### config.mk
export PLATFORM = sky130hd
export DESIGN_NAME = simon_req_master
export DESIGN_NICKNAME = d
export VERILOG_FILES = /design/src/rtl/simon_const_pkg.sv /design/src/rtl/simon_rsp_fifo.sv /design/src/rtl/simon_req_master.sv
export SDC_FILE = /design/constraint.sdc
export NUM_CORES = 1
export LEC_CHECK = 0
export BUFFER_PORTS_ARGS = -buffer_cell sky130_fd_sc_hd__buf_4
export CAP_MARGIN = 20
export CORE_UTILIZATION = 40
export DETAILED_ROUTE_END_ITERATION = 10
export PLACE_DENSITY = 0.68
export SLEW_MARGIN = 30
export SYNTH_ARGS = -nofsm -noshare
export SYNTH_HDL_FRONTEND = slang
export SYNTH_SLANG_ARGS = --single-unit
export TNS_END_PERCENT = 20
### constraint.sdc
create_clock -name clk -period 1.5 [get_ports clk]
set_input_delay 0.15 -clock clk [delete_from_list [all_inputs] [get_ports clk]]
set_output_delay 0.15 -clock clk [all_outputs]
set_load 0.02 [all_outputs]
### src/rtl/simon_const_pkg.sv
// Shared constants for the Simon request master and the Simon engine.
// Latency: none, constants only.
// Backpressure: none, constants only.
package simon_const_pkg;

    // Engine direction encoding, shared by job, engine and response mode fields.
    localparam logic MODE_ENC = 1'b0;
    localparam logic MODE_DEC = 1'b1;

endpackage

### src/rtl/simon_rsp_fifo.sv
// Two-entry first-in first-out buffer holding completed responses.
// Latency: a push is visible on pop_dat/!empty the cycle after the push edge.
// Backpressure: full blocks further pushes; pop and push in one cycle keep the count.
//
// Ports: clk/arst_n; push + push_dat in; pop in, pop_dat out (head entry);
//        full/empty status.
module simon_rsp_fifo #(
    parameter int DW = 8
) (
    input  logic          clk,
    input  logic          arst_n,
    input  logic          push,
    input  logic [DW-1:0] push_dat,
    input  logic          pop,
    output logic [DW-1:0] pop_dat,
    output logic          full,
    output logic          empty
);

    logic [DW-1:0] mem [2];
    logic          wr_ptr;
    logic          rd_ptr;
    logic [1:0]    cnt;
    logic          do_push;
    logic          do_pop;

    // Guard both ends so a misbehaving caller cannot corrupt the pointers.
    assign do_push = push && !full;
    assign do_pop  = pop && !empty;

    always_ff @(posedge clk or negedge arst_n) begin
        if (!arst_n) begin
            mem[0] <= '0;
            mem[1] <= '0;
            wr_ptr <= 1'b0;
            rd_ptr <= 1'b0;
            cnt    <= 2'd0;
        end else begin
            if (do_push) begin
                mem[wr_ptr] <= push_dat;
                wr_ptr      <= ~wr_ptr;
            end
            if (do_pop) begin
                rd_ptr <= ~rd_ptr;
            end
            case ({do_push, do_pop})
                2'b10:   cnt <= cnt + 2'd1;
                2'b01:   cnt <= cnt - 2'd1;
                default: cnt <= cnt;
            endcase
        end
    end

    assign full    = (cnt == 2'd2);
    assign empty   = (cnt == 2'd0);
    assign pop_dat = mem[rd_ptr];

endmodule

### src/rtl/simon_req_master.sv
// Issues one Simon job at a time to the engine and queues the tagged result.
// Latency: job accept -> engine request next cycle; result push -> rsp_valid_o next cycle.
// Backpressure: job_ready_o only when idle; eng_ready_o drops while the response FIFO is full.
//
// Ports: job_* (valid/ready job intake), eng_* request side (valid_o/ready_i,
//        mode/blk/key out), eng_* result side (valid_i/ready_o, mode/blk in),
//        rsp_* (valid/ready response with tag, block, mode, err, latency), busy_o.
module simon_req_master
    import simon_const_pkg::*;
#(
    parameter int WW    = 16,
    parameter int NKW   = 4,
    parameter int TAG_W = 4,
    parameter int LAT_W = 8
) (
    input  logic                clk,
    input  logic                arst_n,
    // job intake
    input  logic                job_valid_i,
    output logic                job_ready_o,
    input  logic                job_mode_i,
    input  logic [TAG_W-1:0]    job_tag_i,
    input  logic [2*WW-1:0]     job_blk_i,
    input  logic [NKW*WW-1:0]   job_key_i,
    // engine request
    output logic                eng_valid_o,
    input  logic                eng_ready_i,
    output logic                eng_mode_o,
    output logic [2*WW-1:0]     eng_blk_o,
    output logic [NKW*WW-1:0]   eng_key_o,
    // engine result
    input  logic                eng_valid_i,
    output logic                eng_ready_o,
    input  logic                eng_mode_i,
    input  logic [2*WW-1:0]     eng_blk_i,
    // response
    output logic                rsp_valid_o,
    input  logic                rsp_ready_i,
    output logic [TAG_W-1:0]    rsp_tag_o,
    output logic [2*WW-1:0]     rsp_blk_o,
    output logic                rsp_mode_o,
    output logic                rsp_err_o,
    output logic [LAT_W-1:0]    rsp_lat_o,
    output logic                busy_o
);

    typedef enum logic [1:0] {
        S_IDLE = 2'd0,
        S_REQ  = 2'd1,
        S_WAIT = 2'd2
    } state_t;

    typedef struct packed {
        logic [TAG_W-1:0] tag;
        logic [2*WW-1:0]  blk;
        logic             mode;
        logic             err;
        logic [LAT_W-1:0] lat;
    } rsp_t;

    state_t              state_q, state_d;
    logic                mode_q;
    logic [TAG_W-1:0]    tag_q;
    logic [2*WW-1:0]     blk_q;
    logic [NKW*WW-1:0]   key_q;
    logic [LAT_W-1:0]    lat_q;
    logic                job_acc;
    logic                rsp_push;
    logic                fifo_full;
    logic                fifo_empty;
    rsp_t                rsp_in;
    rsp_t                rsp_out;

    assign job_acc  = job_valid_i && job_ready_o;
    assign rsp_push = eng_valid_i && eng_ready_o;

    always_ff @(posedge clk or negedge arst_n) begin
        if (!arst_n) begin
            state_q <= S_IDLE;
        end else begin
            state_q <= state_d;
        end
    end

    always_comb begin
        state_d = state_q;
        unique case (state_q)
            S_IDLE:  if (job_valid_i) state_d = S_REQ;
            S_REQ:   if (eng_ready_i) state_d = S_WAIT;
            S_WAIT:  if (rsp_push)    state_d = S_IDLE;
            default: state_d = S_IDLE;
        endcase
    end

    // Job registers drive the engine directly and are held until the next
    // accept: the engine re-reads the key during its decryption second pass.
    always_ff @(posedge clk or negedge arst_n) begin
        if (!arst_n) begin
            mode_q <= MODE_ENC;
            tag_q  <= '0;
            blk_q  <= '0;
            key_q  <= '0;
        end else if (job_acc) begin
            mode_q <= job_mode_i;
            tag_q  <= job_tag_i;
            blk_q  <= job_blk_i;
            key_q  <= job_key_i;
        end
    end

    // Cycles in flight, saturating so very slow results read as all-ones.
    always_ff @(posedge clk or negedge arst_n) begin
        if (!arst_n) begin
            lat_q <= '0;
        end else if (job_acc) begin
            lat_q <= '0;
        end else if (state_q != S_IDLE && lat_q != {LAT_W{1'b1}}) begin
            lat_q <= lat_q + LAT_W'(1);
        end
    end

    assign job_ready_o = (state_q == S_IDLE);
    assign eng_valid_o = (state_q == S_REQ);
    assign eng_ready_o = (state_q == S_WAIT) && !fifo_full;
    assign busy_o      = (state_q != S_IDLE);
    assign eng_mode_o  = mode_q;
    assign eng_blk_o   = blk_q;
    assign eng_key_o   = key_q;

    always_comb begin
        rsp_in      = '0;
        rsp_in.tag  = tag_q;
        rsp_in.blk  = eng_blk_i;
        rsp_in.mode = eng_mode_i;
        rsp_in.err  = (eng_mode_i != mode_q);
        rsp_in.lat  = lat_q;
    end

    simon_rsp_fifo #(
        .DW($bits(rsp_t))
    ) u_rsp_fifo (
        .clk      (clk),
        .arst_n   (arst_n),
        .push     (rsp_push),
        .push_dat (rsp_in),
        .pop      (rsp_ready_i),
        .pop_dat  (rsp_out),
        .full     (fifo_full),
        .empty    (fifo_empty)
    );

    assign rsp_valid_o = !fifo_empty;
    assign rsp_tag_o   = rsp_out.tag;
    assign rsp_blk_o   = rsp_out.blk;
    assign rsp_mode_o  = rsp_out.mode;
    assign rsp_err_o   = rsp_out.err;
    assign rsp_lat_o   = rsp_out.lat;

endmodule

==> metrics.yaml, run 1 <==
ant_nets: 0
drcViolationCount: 0
first_global_vias: 6510
min_from: "job_valid_i"
grt_use_met3_pct: 4.07
setup_viol: 234
regArea_sq_mm: 0.00518
worst_r2r_endpoint: "u_rsp_fifo.mem[74]"
yosysTopAreaCell: "dfrtp_1"
grt_pass1_wl_mm: 34.4
worstMarginPinSlew_ns: 0.376
hp-class: "input port to flop"
final_common_cell: "buf_4"
die_w_um: 151
fin_area_sq_mm: 0.0141
ff2ff_path_depth: 4
worst_setup_path_end_kind: "output pin"
wl_per_cell_um: 17.3
numClockSinks: 207
cts_tree: "yes"
die_h_um: 151
dpl.hpwl_mm: 14.1
synth_area_sq_mm: 0.00889
power.leakage_uw: 0.00684
p_switching_uw: 10500
grt.total_usage_pct: 19.3
setup_ws_ns: -0.308
grt_max_degree: 44
outcome: "complete, but fails checks"
cp.required_ns: 1.35
synth_warnings: 0
hold_end: "lat_q[6]"
layout-drive-gt1-share_pct: 61.4
hold_depth: 3
final_util_pct: 64.5
clkPwrFrac_pct: 17.9
internal-power_uw: 20100
drt_wl_total_mm: 22.4
criticalPathCategory: "flop to output pin"
final_max_slew_viol_count: 0
period_minus_slack_ns: 1.81
violations: "setup timing"
htreeDepth: 1
finalPower_uw: 30500
core-area_sq_mm: 0.0218
dpl_cell_area_sq_mm: 0.0116
area_delta_synth_final_pct: 58.3
io_pins: 288
hold_violations: 0
met2_usage_pct: 34.8
path_max_fanout: 19
overflow: 0
dieArea_sq_mm: 0.0228
final_cell_mix: "buf_4 (286), dfrtp_1 (206), dlygate4sd3_1 (136)"
syn_inst: 528
synth_nets: 670
vdd_ir_drop_max_mv: 1.37
cts_buffers: 24
nNetsFinal: 1138
fin_skew_ns: 0.00622
netlist_top_cells_area: "dfrtp_1 (58%), mux2_2 (18%), mux2_4 (16%)"
multi_input_area_sq_mm: 0.00358
stdcell_count: 1293
combPwrFrac_pct: 50.0
power_density_mw_per_mm2: 2170
dp_slack_ns: -0.127
n_antenna_cell: 0
grt_use_met1_pct: 23.0
max-cap-violations: 0
insertion_delay_ns: 0.50
viasPerCell: 4.73
io_buffers: 287
fill_cells: 1567
place_inst: 1110
syn_avg_cell_area_sq_um: 16.8
rsz0062_at_grt: "true"
fmax_mhz: 553
yosysTopAreaCellShare_pct: 58.3
finalCritPeriodShare_pct: 121
max-slew-margin-rel_pct: 74.9
clk_pin_slew_worst_paths_ns: 0.06
power.share.switching_pct: 34.3
drt_iter0_markers: 126
antenna_found_initial: 0
power_frac_seq_pct: 32.1
grt.busiest_layer: "met2"
cts_buffer_depth: 3
ys_seq_area_share_pct: 58.3
synth_cell_types: 41
worstPathArrival_ns: 1.66
start_kind: "flop"
synth-seq-cells: 207
drtPass1Iterations: 5
rows: 54
gp_congestion: 0.745
root_buffer: "clkbuf_16"
start_util_pct: 40.7
rrSetupSlack_ns: -0.18
vias: 6118
r2r_start: "state_q[0]"
[sequential cells by signal (all words and copies together) (netlist names), 2 cells and up]
signal	flops
eng_blk_o	32
eng_key_o	64
lat_q	8
state_q	2
tag_q	4
u_rsp_fifo.cnt	2
u_rsp_fifo.mem	92
[per-stage QoR]
stage          TNS [ns]  hold slack (ns)
3_3_place_gp      -6.56            0.117
5_1_grt          -34.38           0.0778
3_5_place_dp     -10.04            0.112
6_report         -23.44           0.0608
2_1_floorplan    -11.73           -0.146
4_1_cts          -22.96           0.0415
[logic make-up after synthesis]
logic type / count (synthesis) / share of synthesized area (%)
AO/OA/AOI/OAI: 16 / 1.32
XOR/XNOR: 6 / 0.591
adder cells (fa/ha/maj): 2 / 0.282
buffers and inverters: 31 / 3.08
flip-flops: 207 / 58.3
multiplexers: 240 / 34.5
AND/OR/NAND/NOR: 26 / 1.93
[Yosys cell counts, drive strengths merged]
master and n:
dfrtp 207, and3 1, o211a 1, a22o 2
mux2 240, a2111oi 1, and4 1, nand3 1
a21oi 3, or4b 1, a311oi 2, ha 2
nor3b 1, buf 25, nand2 4, a31o 1
nand4 1, or3b 1, a41oi 1, xor2 3
xnor2 3, o22ai 1, nor4 1, clkbuf 3
o21ai 2, and2b 1, and4b 1, nor3 3
or2 1, or2b 1, a31oi 1, and2 3
nor2 3, inv 3, o2111ai 1, nand2b 1
[repair_timing]
action,in CTS,in global routing
hold buffers,136,0
setup endpoints to repair,239,248
gates resized for setup,23,49
buffers inserted,0,2
hold endpoints to repair,361,0
pin swaps,3,2
cloned,0,2
[worst max-delay path by stage]
stage,slack (ns),startpoint,to
CTS,-0.33,u_rsp_fifo.rd_ptr,rsp_lat_o[1]
global placement,-0.10,u_rsp_fifo.cnt[1],u_rsp_fifo.mem[79]
detailed placement,-0.13,u_rsp_fifo.cnt[1],u_rsp_fifo.mem[74]
global route,-0.36,u_rsp_fifo.rd_ptr,rsp_blk_o[20]
finish,-0.31,u_rsp_fifo.rd_ptr,rsp_blk_o[10]
floorplan,-0.12,lat_q[1],lat_q[7]
[power groups by stage]
| stage | Sequential [uW] | Clock [uW] | Combinational, uW |
|---|---|---|---|
| global route | 10100 | 5860 | 16100 |
| finish | 9800 | 5480 | 15300 |
| floorplan | 11200 | 0 | 7180 |
| global placement | 9640 | 0 | 14000 |
| detailed placement | 9730 | 0 | 14200 |
| CTS | 9710 | 5620 | 14800 |
[cell type report]
class / count / share of cell area (%)
clock inverter: 5 / 0.196
sequential: 207 / 36.8
multi-input combinational: 290 / 25.5
tap: 280 / 2.49
clock buffer: 38 / 5.08
inverter: 3 / 0.0800
timing repair buffer: 470 / 29.9
[layer usage]
metal  up-vias  part of all wire (%)
met3        39                   5.3
met1      3066                    40
met5         -                     0
li1       2830                     -
met4         0                   2.6
met2       183                    53
[critical path: stages (launching register included)]
cell	delay [ns]
dfrtp_2	0.42
buf_12	0.21
mux2_2	0.36
buf_4	0.16
(Power assumes the default switching activity.)
==> run 2, diff against run 1 <==
--- a/config.mk
+++ b/config.mk
@@ -7,9 +7,9 @@
 export LEC_CHECK = 0
 export BUFFER_PORTS_ARGS = -buffer_cell sky130_fd_sc_hd__buf_4
 export CAP_MARGIN = 20
-export CORE_UTILIZATION = 40
+export CORE_UTILIZATION = 25
 export DETAILED_ROUTE_END_ITERATION = 10
-export PLACE_DENSITY = 0.68
+export RECOVER_POWER = 100
 export SLEW_MARGIN = 30
 export SYNTH_ARGS = -nofsm -noshare
 export SYNTH_HDL_FRONTEND = slang
==> metrics.yaml, run 2 (synthesis gave the netlist of run 1 again) <==
outcome: "complete, but fails checks"
violations: "setup timing"
start_kind: "flop"
final_util_pct: 41.3
drt_iter0_markers: 187
die_h_um: 191
overflow: 0
grt.total_usage_pct: 13.2
cts_buffers: 26
crit_start: "u_rsp_fifo.rd_ptr"
fmax_mhz: 530
wl_per_cell_um: 16.7
p_switching_uw: 11000
first_global_vias: 6851
dp_slack_ns: -0.155
criticalPathCategory: "flop to output pin"
hold_violations: 0
vdd_ir_drop_max_mv: 1.08
setup_viol: 243
drtPass1Iterations: 4
min_from: "job_valid_i"
worstMarginPinSlew_ns: 0.722
htreeDepth: 1
layout-drive-gt1-share_pct: 53.7
area_delta_synth_final_pct: 61.6
hold_depth: 3
power_density_mw_per_mm2: 2220
internal-power_uw: 20800
drt_wl_total_mm: 24.7
core-area_sq_mm: 0.0348
vias: 6192
worstPathArrival_ns: 1.74
drcViolationCount: 0
cts_tree: "yes"
grt_max_degree: 62
power.leakage_uw: 0.00678
period_minus_slack_ns: 1.89
clk_pin_slew_worst_paths_ns: 0.06
rows: 68
nNetsFinal: 1150
fin_skew_ns: 0.00975
ant_nets: 0
power_frac_seq_pct: 30.6
insertion_delay_ns: 0.53
fin_setup_tns_ns: -30.11
gp_congestion: 0.715
io_pins: 288
grt_pass1_wl_mm: 37.8
cts_buffer_depth: 3
finalPower_uw: 31800
r2r_start: "state_q[0]"
clkPwrFrac_pct: 22.0
final_cell_mix: "dfrtp_1 (206), buf_4 (190), mux2_4 (144)"
start_util_pct: 25.5
max-slew-margin-rel_pct: 51.8
die_w_um: 191
dpl.hpwl_mm: 15.3
viasPerCell: 4.18
dieArea_sq_mm: 0.0363
antenna_found_initial: 0
max-cap-violations: 0
hp-class: "input port to flop"
final_max_slew_viol_count: 0
ff2ff_path_depth: 4
largest_register: "u_rsp_fifo.mem"
finalCritPeriodShare_pct: 126
worst_setup_path_end_kind: "output pin"
path_max_fanout: 10
root_buffer: "clkbuf_16"
setup_ws_ns: -0.387
largest_reg_flops: 92
io_buffers: 287
final_common_cell: "dfrtp_1"
numClockSinks: 207
power.share.switching_pct: 34.6
combPwrFrac_pct: 47.4
cp.required_ns: 1.35
rsz0062_at_grt: "true"
n_antenna_cell: 0
[run 2: cell types whose count changed in the layout (fill, tap and decap cells not counted), sizes merged]
| cell | previous run | this run |
|---|---|---|
| buf | 331 | 239 |
| bufinv | 0 | 6 |
| clkbuf | 41 | 137 |
| clkinv | 4 | 10 |
| clkinvlp | 1 | 0 |
[run 2: metal layers]
layer	share of wire [%]	global-route usage, %	up-vias
li1	-	-	2862
met1	40	15.6	3114
met2	52	23.7	168
met3	4.2	2.34	48
met4	3.7	5.05	0
met5	0	0	-
[run 2: stage by stage]
stage          hold slack (ns)  cell area (sq um)  std cells
5_1_grt                 0.0374              14400       1483
2_1_floorplan           -0.146               8900        528
4_1_cts                0.00581              14400       1479
3_5_place_dp            0.0807              11800       1282
3_3_place_gp            0.0770              11800       1282
6_report                0.0396              14400       1483
[run 2: critical path, cell delays in order (launching register included)]
cell and delay [ns]:
dfrtp_2 0.40, buf_6 0.14, buf_16 0.15, mux2_2 0.35, buf_4 0.16
[run 2: power groups by stage]
stage          Combinational (uW)  Clock [uW]  Sequential (uW)
4_1_cts                     15500        7220             9710
5_1_grt                     16000        7430            10100
3_5_place_dp                14200           0             9710
2_1_floorplan                7180           0            11200
6_report                    15100        6990             9740
3_3_place_gp                14100           0             9650
[run 2: final timing paths]
check                                      to  slack, ns
min in group asynchronous  u_rsp_fifo.mem[89]       0.22
setup / recovery                 rsp_lat_o[1]      -0.39
hold / removal                       lat_q[6]       0.04
max in group asynchronous       eng_key_o[50]       0.21
hold reg to reg             u_rsp_fifo.mem[7]       0.49
setup reg to reg           u_rsp_fifo.mem[80]      -0.15
[run 2: layout make-up]
cell class                      count  area (sq um)
Timing Repair Buffer              480          3940
Tap cell                          455           569
Sequential cell                   207          5180
Clock buffer                       32           734
Inverter                            3          13.8
Clock inverter                     16           238
Fill cell                        3221         20400
Multi-Input combinational cell    290          3690
[run 2: repair_timing]
item	in CTS	in global routing
hold buffers	136	0
pin swaps	2	4
endpoints found under the hold margin	376	0
gates resized for setup	36	72
setup buffers	10	2
gates cloned	3	3
setup endpoints to repair	244	252
